`src/rtl/digi_readout.sv`:
```
// digi_readout: drains 12-bit words from the digitizer global FIFO, parses them
// into frames (one bunch-crossing header followed by `howmany` samples) and
// presents 32-bit words, two samples per word, over a valid/ready handshake.
module digi_readout #(
  parameter int unsigned WIDTH = 12,
  parameter int unsigned SIZE  = 8
) (
  input  logic             CLK,
  input  logic             RST,
  input  logic [WIDTH-1:0] FIFO_DOUT,
  input  logic             FIFO_EMPTY,
  output logic             FIFO_RD_REQUEST,
  input  logic [SIZE-1:0]  howmany,
  output logic [31:0]      M_DATA,
  output logic             M_VALID,
  input  logic             M_READY,
  output logic             M_LAST,
  output logic [15:0]      FRAME_CNT
);

  localparam int unsigned SAMPLE_W = 12;
  localparam int unsigned COUNT_W  = 8;
  localparam logic [7:0]  HDR_TAG  = 8'hA5;

  typedef enum logic [1:0] {IDLE, FETCH, WAIT, OUT} state_t;
  typedef enum logic [1:0] {HDR, LO, HI} phase_t;

  state_t            state;
  phase_t            phase;
  logic [SIZE-1:0]   remaining;
  logic [SIZE-1:0]   rem_dec;
  logic [SAMPLE_W-1:0] sample;

  // Samples left after consuming the word currently on FIFO_DOUT.
  assign rem_dec = remaining - SIZE'(1);
  assign sample  = SAMPLE_W'(FIFO_DOUT);

  // Read only from FETCH and only when data exists, so the FIFO is never over-read.
  assign FIFO_RD_REQUEST = (state == FETCH) && !FIFO_EMPTY;

  // Frame parser: fetch one word, capture it into the slot selected by phase, emit.
  always_ff @(posedge CLK or posedge RST) begin
    if (RST) begin
      state     <= IDLE;
      phase     <= HDR;
      remaining <= '0;
      M_DATA    <= '0;
      M_VALID   <= 1'b0;
      M_LAST    <= 1'b0;
      FRAME_CNT <= '0;
    end else begin
      case (state)
        IDLE: state <= FETCH;

        FETCH: begin
          if (!FIFO_EMPTY) state <= WAIT;
        end

        WAIT: begin
          case (phase)
            HDR: begin
              remaining <= howmany;
              M_DATA    <= {HDR_TAG, 4'h0, COUNT_W'(howmany), sample};
              M_LAST    <= (howmany == '0);
              M_VALID   <= 1'b1;
              state     <= OUT;
            end
            LO: begin
              remaining <= rem_dec;
              M_DATA    <= {20'h0, sample};
              if (rem_dec == '0) begin
                M_LAST  <= 1'b1;
                M_VALID <= 1'b1;
                state   <= OUT;
              end else begin
                phase   <= HI;
                state   <= FETCH;
              end
            end
            HI: begin
              remaining     <= rem_dec;
              M_DATA[31:12] <= {4'h0, sample, 4'h0};
              M_LAST        <= (rem_dec == '0);
              M_VALID       <= 1'b1;
              state         <= OUT;
            end
            default: begin
              phase <= HDR;
              state <= FETCH;
            end
          endcase
        end

        OUT: begin
          if (M_READY) begin
            M_VALID <= 1'b0;
            M_LAST  <= 1'b0;
            state   <= FETCH;
            if (M_LAST) begin
              phase     <= HDR;
              FRAME_CNT <= FRAME_CNT + 16'd1;
            end else begin
              phase     <= LO;
            end
          end
        end

        default: state <= IDLE;
      endcase
    end
  end

endmodule

```
`config.mk`:
```
export PLATFORM = sky130hd
export DESIGN_NAME = digi_readout
export DESIGN_NICKNAME = d
export VERILOG_FILES = /design/src/rtl/digi_readout.sv
export SDC_FILE = /design/constraint.sdc
export NUM_CORES = 1
export LEC_CHECK = 0
export CAP_MARGIN = 20
export CORE_UTILIZATION = 45
export DETAILED_ROUTE_END_ITERATION = 10
export PLACE_DENSITY = 0.74
export SYNTH_ARGS = -nofsm -noshare
export SYNTH_HDL_FRONTEND = slang
export SYNTH_SLANG_ARGS = --single-unit
export TNS_END_PERCENT = 50
```
`constraint.sdc`:
```
create_clock -name CLK -period 2.85 [get_ports CLK]
set_input_delay 0.285 -clock CLK [delete_from_list [all_inputs] [get_ports CLK]]
set_output_delay 0.285 -clock CLK [all_outputs]
set_load 0.005 [all_outputs]
```
==> summary.txt <==
Top_reg_cell synth -> dfrtp_1
Worst R2R End -> M_LAST$_DFFE_PP0P_
CP max-delay cell -> clkdlybuf4s50_1
Clock latency on the worst-skew pair -> 0.33 ns
Worst reg2reg path depth -> 5
Total CTS buffers -> 9
Clock sink total -> 59
Max Clk Rate -> 499 MHz
Layout filler cell count -> 525
Period utilization -> 70.3%
Power, Total -> 3.62 mW
WP buf/inv -> 2
FFs w/ async S/R, synth -> 100%
Die Height -> 83.2 um
Ant. Diodes -> 0
CTS tree -> done
Port Buf Inserts -> 72
CP max FO -> 4
Commonest non-fill, non-tap cells in the layout -> 72 x clkdlybuf4s50_1, 59 x dfrtp_1, 43 x nand2_1
Synth Area per Inst -> 10.0 um^2
IO Pins -> 75
Bufs on Longest Clock Path -> 2
Final Critical Period -> 2.00 ns
#FFs+latches synth -> 59
Post-route ant nets -> 0
Worst min-delay path class -> in2async
CP peak stage delay -> 0.52 ns
Post-synth EDFFs -> 0
Worst clock skew -> 0.00585 ns
Crit end category -> output pin
Required @ worst endpoint -> 2.57 ns
Finished Layout Cells -> 448
RSZ-0062 raised after global routing -> false
Die area -> 6920 um^2
Top-area cell type share of the netlist area -> 49.8%
Fin. Hold Viols -> 0
Setup WS post-layout -> 0.846 ns
Placed Instances -> 432
Wire length per cell -> 14.7 um
Via count -> 2397
Worst slew margin -> 59.0%
H-tree depth -> 3
Drt pass-1 iters -> 4
Setup TNS -> 0 ns
Max-cap violations -> 0
GP Congestion -> 0.852
DR vias/cell -> 5.35
Vias in the first global route -> 2327
Layout cells sized above 1 -> 10.2%
Worst path cell trace -> inv_1 -> ha_1 -> nor2b_1 -> clkdlybuf4s50_1
# hold bufs at CTS -> 0
R2R Setup Slk -> 0.87 ns
Yosys top cell by area -> dfrtp_1
Mapped cell area -> 2960 um^2
Crit path DAT -> 1.72 ns
Crit Path Class -> reg2out
Die X -> 83.2 um
Global-route usage over all layers -> 20.1%
Clock root buffer -> clkbuf_8
Fin nets -> 400
Top Family by Delay on Critical Path -> buffers and inverters
Routed Wire Length -> 6570 um
Clk pin slew, worst setup/hold paths -> 0.07 ns
Post-DP HPWL -> 4560 um
Startpoint Class -> flip-flop
Initial Util -> 46.7%
Largest net degree at the start of global routing -> 60
Top post-synthesis cells by area -> dfrtp_1 50%, nand2_1 5.4%, mux2_2 4.9%
Yosys Warn Count -> 0
Post-cts sizing count -> 0
Core area -> 6350 um^2
Area delta synth->final -> 32.2%
Antenna violations before repair -> 0
RR Startpoint -> state[0]$_DFFE_PP0P_
Leak pwr -> 1.72 nW
Least-Margin Pin Slew -> 0.616 ns
Status -> finished clean
Worst VDD drop -> 0.000582 V
First-pass GRT wire length -> 11100 um
Rows -> 29
Postcts setup bufs -> 0
Initial drt markers -> 105
DP Worst Slack -> 0.791 ns
DRC Markers -> 0
Finish-stage setup viols -> 0
Cell Pwr Density -> 923 nW/um^2
Commonest non-fill, non-tap cell in the layout -> clkdlybuf4s50_1
Post-synth cell types -> 50
Seq/Total Area, Yosys -> 49.8%
Final Slew Violations -> 0
Gate Count Post-Synth -> 296
GRT Residual Overflow -> 0
-- worst register-to-register path: stages (launching register included) --
cell      delay, ns
dfrtp_1        0.41
ha_1           0.32
nor2b_1        0.24
a211o_1        0.30
or4_1          0.46
o211ai_1       0.16
-- logic make-up (layout without fill, tap and decap cells) --
| kind of cell | Yosys count | after routing | synth area share [%] |
|---|---|---|---|
| muxes | 14 | 14 | 5.28 |
| AOI/OAI and AO/OA | 58 | 58 | 12.5 |
| buffers and inverters | 29 | 103 | 4.64 |
| other | 1 | 2 | 0.127 |
| xor gates and xnor gates | 16 | 16 | 4.73 |
| adders and majority gates | 10 | 10 | 4.22 |
| DFF | 59 | 59 | 49.8 |
| and+or+nand+nor | 109 | 109 | 18.7 |
-- how the worst max path moves through the flow --
stage / start / end / slack (ns) / cells after the start
detailed placement: M_READY / M_LAST$_DFFE_PP0P_ / 0.79 / 5
global route: state[1]$_DFFE_PP0P_ / FIFO_RD_REQUEST / 0.69 / 4
floorplan: state[0]$_DFFE_PP0P_ / M_LAST$_DFFE_PP0P_ / 1.01 / 6
finish: state[1]$_DFFE_PP0P_ / FIFO_RD_REQUEST / 0.85 / 4
global placement: M_READY / M_LAST$_DFFE_PP0P_ / 0.81 / 5
CTS: state[1]$_DFFE_PP0P_ / FIFO_RD_REQUEST / 0.81 / 4
-- state kept, by name (all words and copies together) (netlist names) --
name,cells
M_VALID,1
FRAME_CNT,16
M_DATA,29
M_LAST,1
state,2
remaining,8
phase,2
-- routing by layer --
layer | vias up | wire, um | GRT usage, %
met2 | 74 | 3060 | 31.4
met5 | - | 0 | 0
met4 | 0 | 91 | 6.74
met3 | 9 | 373 | 5.27
met1 | 1144 | 3050 | 27.2
li1 | 1170 | - | -
-- layout make-up --
| class | instances | area [um^2] | area share (%) |
|---|---|---|---|
| clock buffer | 11 | 131 | 3.35 |
| clock inverter | 5 | 53.8 | 1.37 |
| inverter | 10 | 37.5 | 0.958 |
| sequential | 59 | 1480 | 37.7 |
| timing repair buffer | 77 | 771 | 19.7 |
| tap | 77 | 96.3 | 2.46 |
| multi-input combinational | 209 | 1350 | 34.5 |
-- synth_stat cells (3+ instances only) --
library cell   n
nand3_1       10
nand2_1       43
xor2_1         4
mux2_2        13
clkbuf_1      10
and3_1         4
a31oi_1        8
a21oi_1       10
o21ai_0       15
nor2b_1        9
nand2b_1       7
ha_1          10
dfrtp_1       59
buf_4          3
nor4_1         3
inv_1         10
nor3_1         4
nor2_1        10
nand4_1        6
nor3b_1        3
xnor2_1       12
o31ai_1        3
o22ai_1        4
-- stage by stage --
stage / area [um^2] / util [%] / hold slack, ns
2_1_floorplan: 2970 / - / 0.413
6_report: 3920 / 61.7 / 0.325
5_1_grt: 3920 / 61.7 / 0.350
4_1_cts: 3920 / 61.7 / 0.345
3_5_place_dp: 3730 / 58.8 / 0.461
3_3_place_gp: 3730 / 58.8 / 0.450
-- where the power goes --
| group | internal (mW) | switching (mW) |
|---|---|---|
| Combinational | 0.855 | 0.666 |
| Clock | 0.401 | 0.334 |
| Sequential | 1.14 | 0.223 |
Power figures use the tool's default switching activity.
==> RTL edit 1 (same flow settings) <==
Make the reset (`RST`) synchronous in one clocked block.
--- a/src/rtl/digi_readout.sv
+++ b/src/rtl/digi_readout.sv
@@ -41,3 +41,3 @@
   // Frame parser: fetch one word, capture it into the slot selected by phase, emit.
-  always_ff @(posedge CLK or posedge RST) begin
+  always_ff @(posedge CLK) begin
     if (RST) begin
Check against the original RTL: differs if RST is asserted again (counterexample within 4 cycles, from zero or initial values and one cycle with RST high); with RST held inactive, the same outputs for 10 cycles.
==> RTL edit 1 against the original RTL <==
- wire length increased by 15%
- global-route usage is 2.3 points higher
- setup slack worse by 120 ps
- synthesized area is 0.34% higher
- final cell count increased by 13%
- cell area increased by 0.38%
- clock skew rose by 1.3 ps
- highest routed layer unchanged
- sequential share of layout area decreased by 7.6 points
- critical path type is now reg2reg
- sequential cell count unchanged
- non-clock buffer count rose by 1
Power is not compared: it rests on default switching activity, and its combinational part moved more than twofold at a synthesized area within 25%.
==> RTL edit 1: results (changes against the original RTL) <==
GRT
  • Total routing usage reported by global routing: 22.4% (+2.3 points)
  • Via count of the first global-routing pass: 2,710 (+16%)
  • Maximum number of pins on one net before global-route repair: 49 (-18%)

Critical path
  • Worst Reg-to-Reg Cells: 7 (+2)
  • Capture point of the critical path: M_VALID$_SDFFE_PP0P_
  • Register-to-register path setup slack: 720 ps (-150 ps)
  • Worst reg2reg path startpoint: remaining[1]$_SDFFE_PP0P_
  • Maximum fanout count along the critical path: 5 (+1)

Finish
  • Register Area: 1180 µm² (-20%)
  • Cell Count, Final, Fillers Out: 506 (+13%)
  • Plain + repair buffers: 78 (+1.3%)
  • Inverter count of the layout excluding clock inverters: 12 (+2)
  • Area used by multi-input combinational logic: 1650 µm² (+22%)
  • Data-path buffer share of cell area in the final layout: 19.3% (-0.33 points)
  • Post-layout net count: 459 (+15%)
  • Multi-input gates: 265 (+27%)
  • Fill cell total of the finished layout: 582 (+11%)
  • Clock network contribution to total cell area: 5.12% (+0.40 points)

Timing
  • Headroom to the max-slew limit: 38.8% (-20 points)
  • Share of the cycle needed by the critical path after routing: 74.6% (+4.3 points)
  • Clock Skew: 7.19 ps (+1.34 ps)

Worst hold path
  • Hold/Removal Path Class: reg2reg

Logic synthesis
  • Proportion of synthesized chip area in sequential cells: 39.7% (-10 points)
  • Xor and xnor area share after synthesis: 4.08% (-0.65 points)
  • Synth Area in Adders: 4.21% (-0.014 points)
  • Mean instance size in the synthesized netlist: 8.28 µm² (-17%)
  • Number of different library cells in the post-synthesis netlist: 63 (+26%)
  • Proportion of register bits with asynchronous set or reset after synthesis: 0% (-100 points)
  • Post-synthesis compound-gate area fraction: 20.7% (+8.2 points)
  • Top cells by area in the synthesized netlist: sky130_fd_sc_hd__dfxtp_1, sky130_fd_sc_hd__a21oi_1, sky130_fd_sc_hd__nand2_1, sky130_fd_sc_hd__ha_1, sky130_fd_sc_hd__nor2_1
  • Top post-synthesis cells by count: sky130_fd_sc_hd__dfxtp_1, sky130_fd_sc_hd__nand2_1, sky130_fd_sc_hd__a21oi_1
  • Multiplexer fraction of the synthesized cell area: 0.673% (-4.6 points)

Routing
  • DRC violation total after the first TritonRoute iteration: 181 (+72%)
  • Average vias per placed instance: 5.50 (+2.8%)

Run status
  • Run status: finished, final reports clean

Placement
  • Post-detail-place hpwl: 5.21 mm (+14%)
  • Post-placement worst setup slack: 662 ps (-129 ps)
  • Cell total after placement: 491 (+14%)
-- RTL edit 1: layer usage --
metal	wire length [µm]	GRT usage [%]	up-vias
li1	-	-	1385
met1	3360	28.2	1300
met2	3520	35.5	85
met3	506	5.67	12
met4	143	11.0	0
met5	0	0	-
-- RTL edit 1: worst max-delay path, cell delays in order, from the launching register on --
cell                        delay [ps]
sky130_fd_sc_hd__dfxtp_1           360
sky130_fd_sc_hd__inv_1             120
sky130_fd_sc_hd__ha_1              240
sky130_fd_sc_hd__nor3b_4           340
sky130_fd_sc_hd__xor2_2            180
sky130_fd_sc_hd__a2111oi_4         480
sky130_fd_sc_hd__o41a_1            200
sky130_fd_sc_hd__o31ai_1            70
-- RTL edit 1: per-stage QoR --
| step | power, mW | hold WS [ps] |
|---|---|---|
| after floorplan | 0.955 | 421 |
| after global placement | 1.03 | 442 |
| after detailed placement | 1.03 | 444 |
| after CTS | 1.81 | 457 |
| after global routing | 1.87 | 473 |
| final | 1.80 | 454 |
==> RTL edit 2 (config.mk and constraints unchanged) <==
Without the edit above. Encoding of `phase_t`: now one-hot (3 bits for 3 values).
--- a/src/rtl/digi_readout.sv
+++ b/src/rtl/digi_readout.sv
@@ -25,3 +25,3 @@
   typedef enum logic [1:0] {IDLE, FETCH, WAIT, OUT} state_t;
-  typedef enum logic [1:0] {HDR, LO, HI} phase_t;
+  typedef enum logic [2:0] {HDR = 3'b001, LO = 3'b010, HI = 3'b100} phase_t;
 
Formal check against the unedited RTL: same outputs for any inputs over 10 cycles, from zero or initial values and one cycle with RST high; not proved beyond that.
==> RTL edit 2 against the original RTL <==
- setup slack got worse by 330 ps
- clock skew decreased by 0.54 ps
- global-route usage increased by 0.82 points
- total power decreased by 6.7%
- cell area increased by 0.48%
- wire length increased by 1.5%
- synthesized area increased by 0.25%
- sequential cell count increased by 1
- largest power group is now registers
==> RTL edit 2: results (changes against the original RTL) <==
Finish
  • Share of cell area taken by multi-input logic gates: 34.6% (about the same)
  • Number of clock buffers in the layout: 9 (-2)
  • Plain + repair buffers: 75 (-2.6%)
  • Data-path buffer share of cell area in the final layout: 18.9% (-0.79 points)
  • Fill cell total of the finished layout: 543 (+3.4%)
  • Clock network contribution to total cell area: 4.83% (+0.10 points)
  • Register Area: 1500 µm² (+1.8%)
  • Multi-input gates: 231 (+11%)
  • Flip-flop and latch share of the layout cell area: 38.2% (+0.49 points)
  • Inverter count of the layout excluding clock inverters: 12 (+2)
  • Fraction of layout instances using a drive strength above 1: 7.61% (-2.6 points)

Logic synthesis
  • Number of different library cells in the post-synthesis netlist: 51 (+2.0%)
  • Top post-synthesis cells by count: sky130_fd_sc_hd__nand2_1, sky130_fd_sc_hd__dfrtp_1, sky130_fd_sc_hd__nor2_1
  • Top cells by area in the synthesized netlist: sky130_fd_sc_hd__dfrtp_1, sky130_fd_sc_hd__nand2_1, sky130_fd_sc_hd__xnor2_1, sky130_fd_sc_hd__o21ai_0, sky130_fd_sc_hd__nor2_1
  • Synthesized area: 2970 µm² (+0.25%)
  • Proportion of synthesized chip area in sequential cells: 50.6% (+0.76 points)
  • Post-synthesis instance total: 315 (+6.4%)
  • Flip-flop and latch count after synthesis: 60 (+1.7%)

Critical path
  • Category of the most critical setup path: reg2reg
  • Worst reg2reg path startpoint: remaining[0]$_DFFE_PP0P_
  • Reg2reg end: phase[2]$_DFFE_PP0P_
  • Maximum fanout count along the critical path: 7 (+3)
  • Critical Path AT: 2550 ps (+830 ps)

Routing
  • Routed length on met2: 3.00 mm (-2.0%)
  • M1 wire length: 3.13 mm (+2.5%)
  • Total via count in the routed design: 2,531 (+5.6%)
  • Length of routed met3 wiring: 479 µm (+28%)
  • DRC violation total after the first TritonRoute iteration: 172 (+64%)

GRT
  • First-pass GRT wire length: 11.5 mm (+3.7%)
  • Via count of the first global-routing pass: 2,401 (+3.2%)
  • Global routing met2 resource utilization: 30.6% (-0.89 points)
  • Maximum number of pins on one net before global-route repair: 25 (-58%)
  • Total routing usage reported by global routing: 20.9% (+0.82 points)
  • Global-route track usage on met3: 6.26% (+0.99 points)
  • GR Util met1: 29.7% (+2.6 points)

Placement
  • Routability congestion estimate from global placement: 0.799 (-6.2%)
  • Post-placement worst setup slack: 526 ps (-265 ps)

Timing
  • Clock Skew: 5.31 ps (-0.540 ps)
  • Share of the cycle needed by the critical path after routing: 81.8% (+12 points)
  • Slew of the pin with the lowest slew margin: 738 ps (+123 ps)
  • Worst hold slack: 224 ps (-101 ps)

Run status
  • Run status: finished, final reports clean

Pwr
  • Highest ir drop seen on vdd: 481 µV (-17%)
RTL edit 2: critical path, cell delays in order (launching register included):
cell	delay, ps
sky130_fd_sc_hd__dfrtp_1	480
sky130_fd_sc_hd__inv_1	80
sky130_fd_sc_hd__ha_1	250
sky130_fd_sc_hd__nor3b_2	170
sky130_fd_sc_hd__xor2_1	200
sky130_fd_sc_hd__a2111o_1	500
sky130_fd_sc_hd__o21ai_4	190
sky130_fd_sc_hd__mux2_1	340
RTL edit 2: where the power goes:
part	switching, mW	internal, mW	leakage [nW]	total [mW]
logic	0.583	0.677	0.863	1.26
clock network	0.348	0.400	0.0992	0.748
registers	0.235	1.13	0.756	1.37
total	1.17	2.21	1.72	3.38
RTL edit 2: cells by family after synthesis:
kind of cell             share of synthesized area [%]
AND/OR/NAND/NOR                                   21.4
other                                            0.126
AO/OA/AOI/OAI                                     14.2
flip-flops                                        50.6
adder cells (fa/ha/maj)                           2.53
XOR/XNOR                                          5.60
multiplexers                                      1.77
buffers and inverters                             3.75
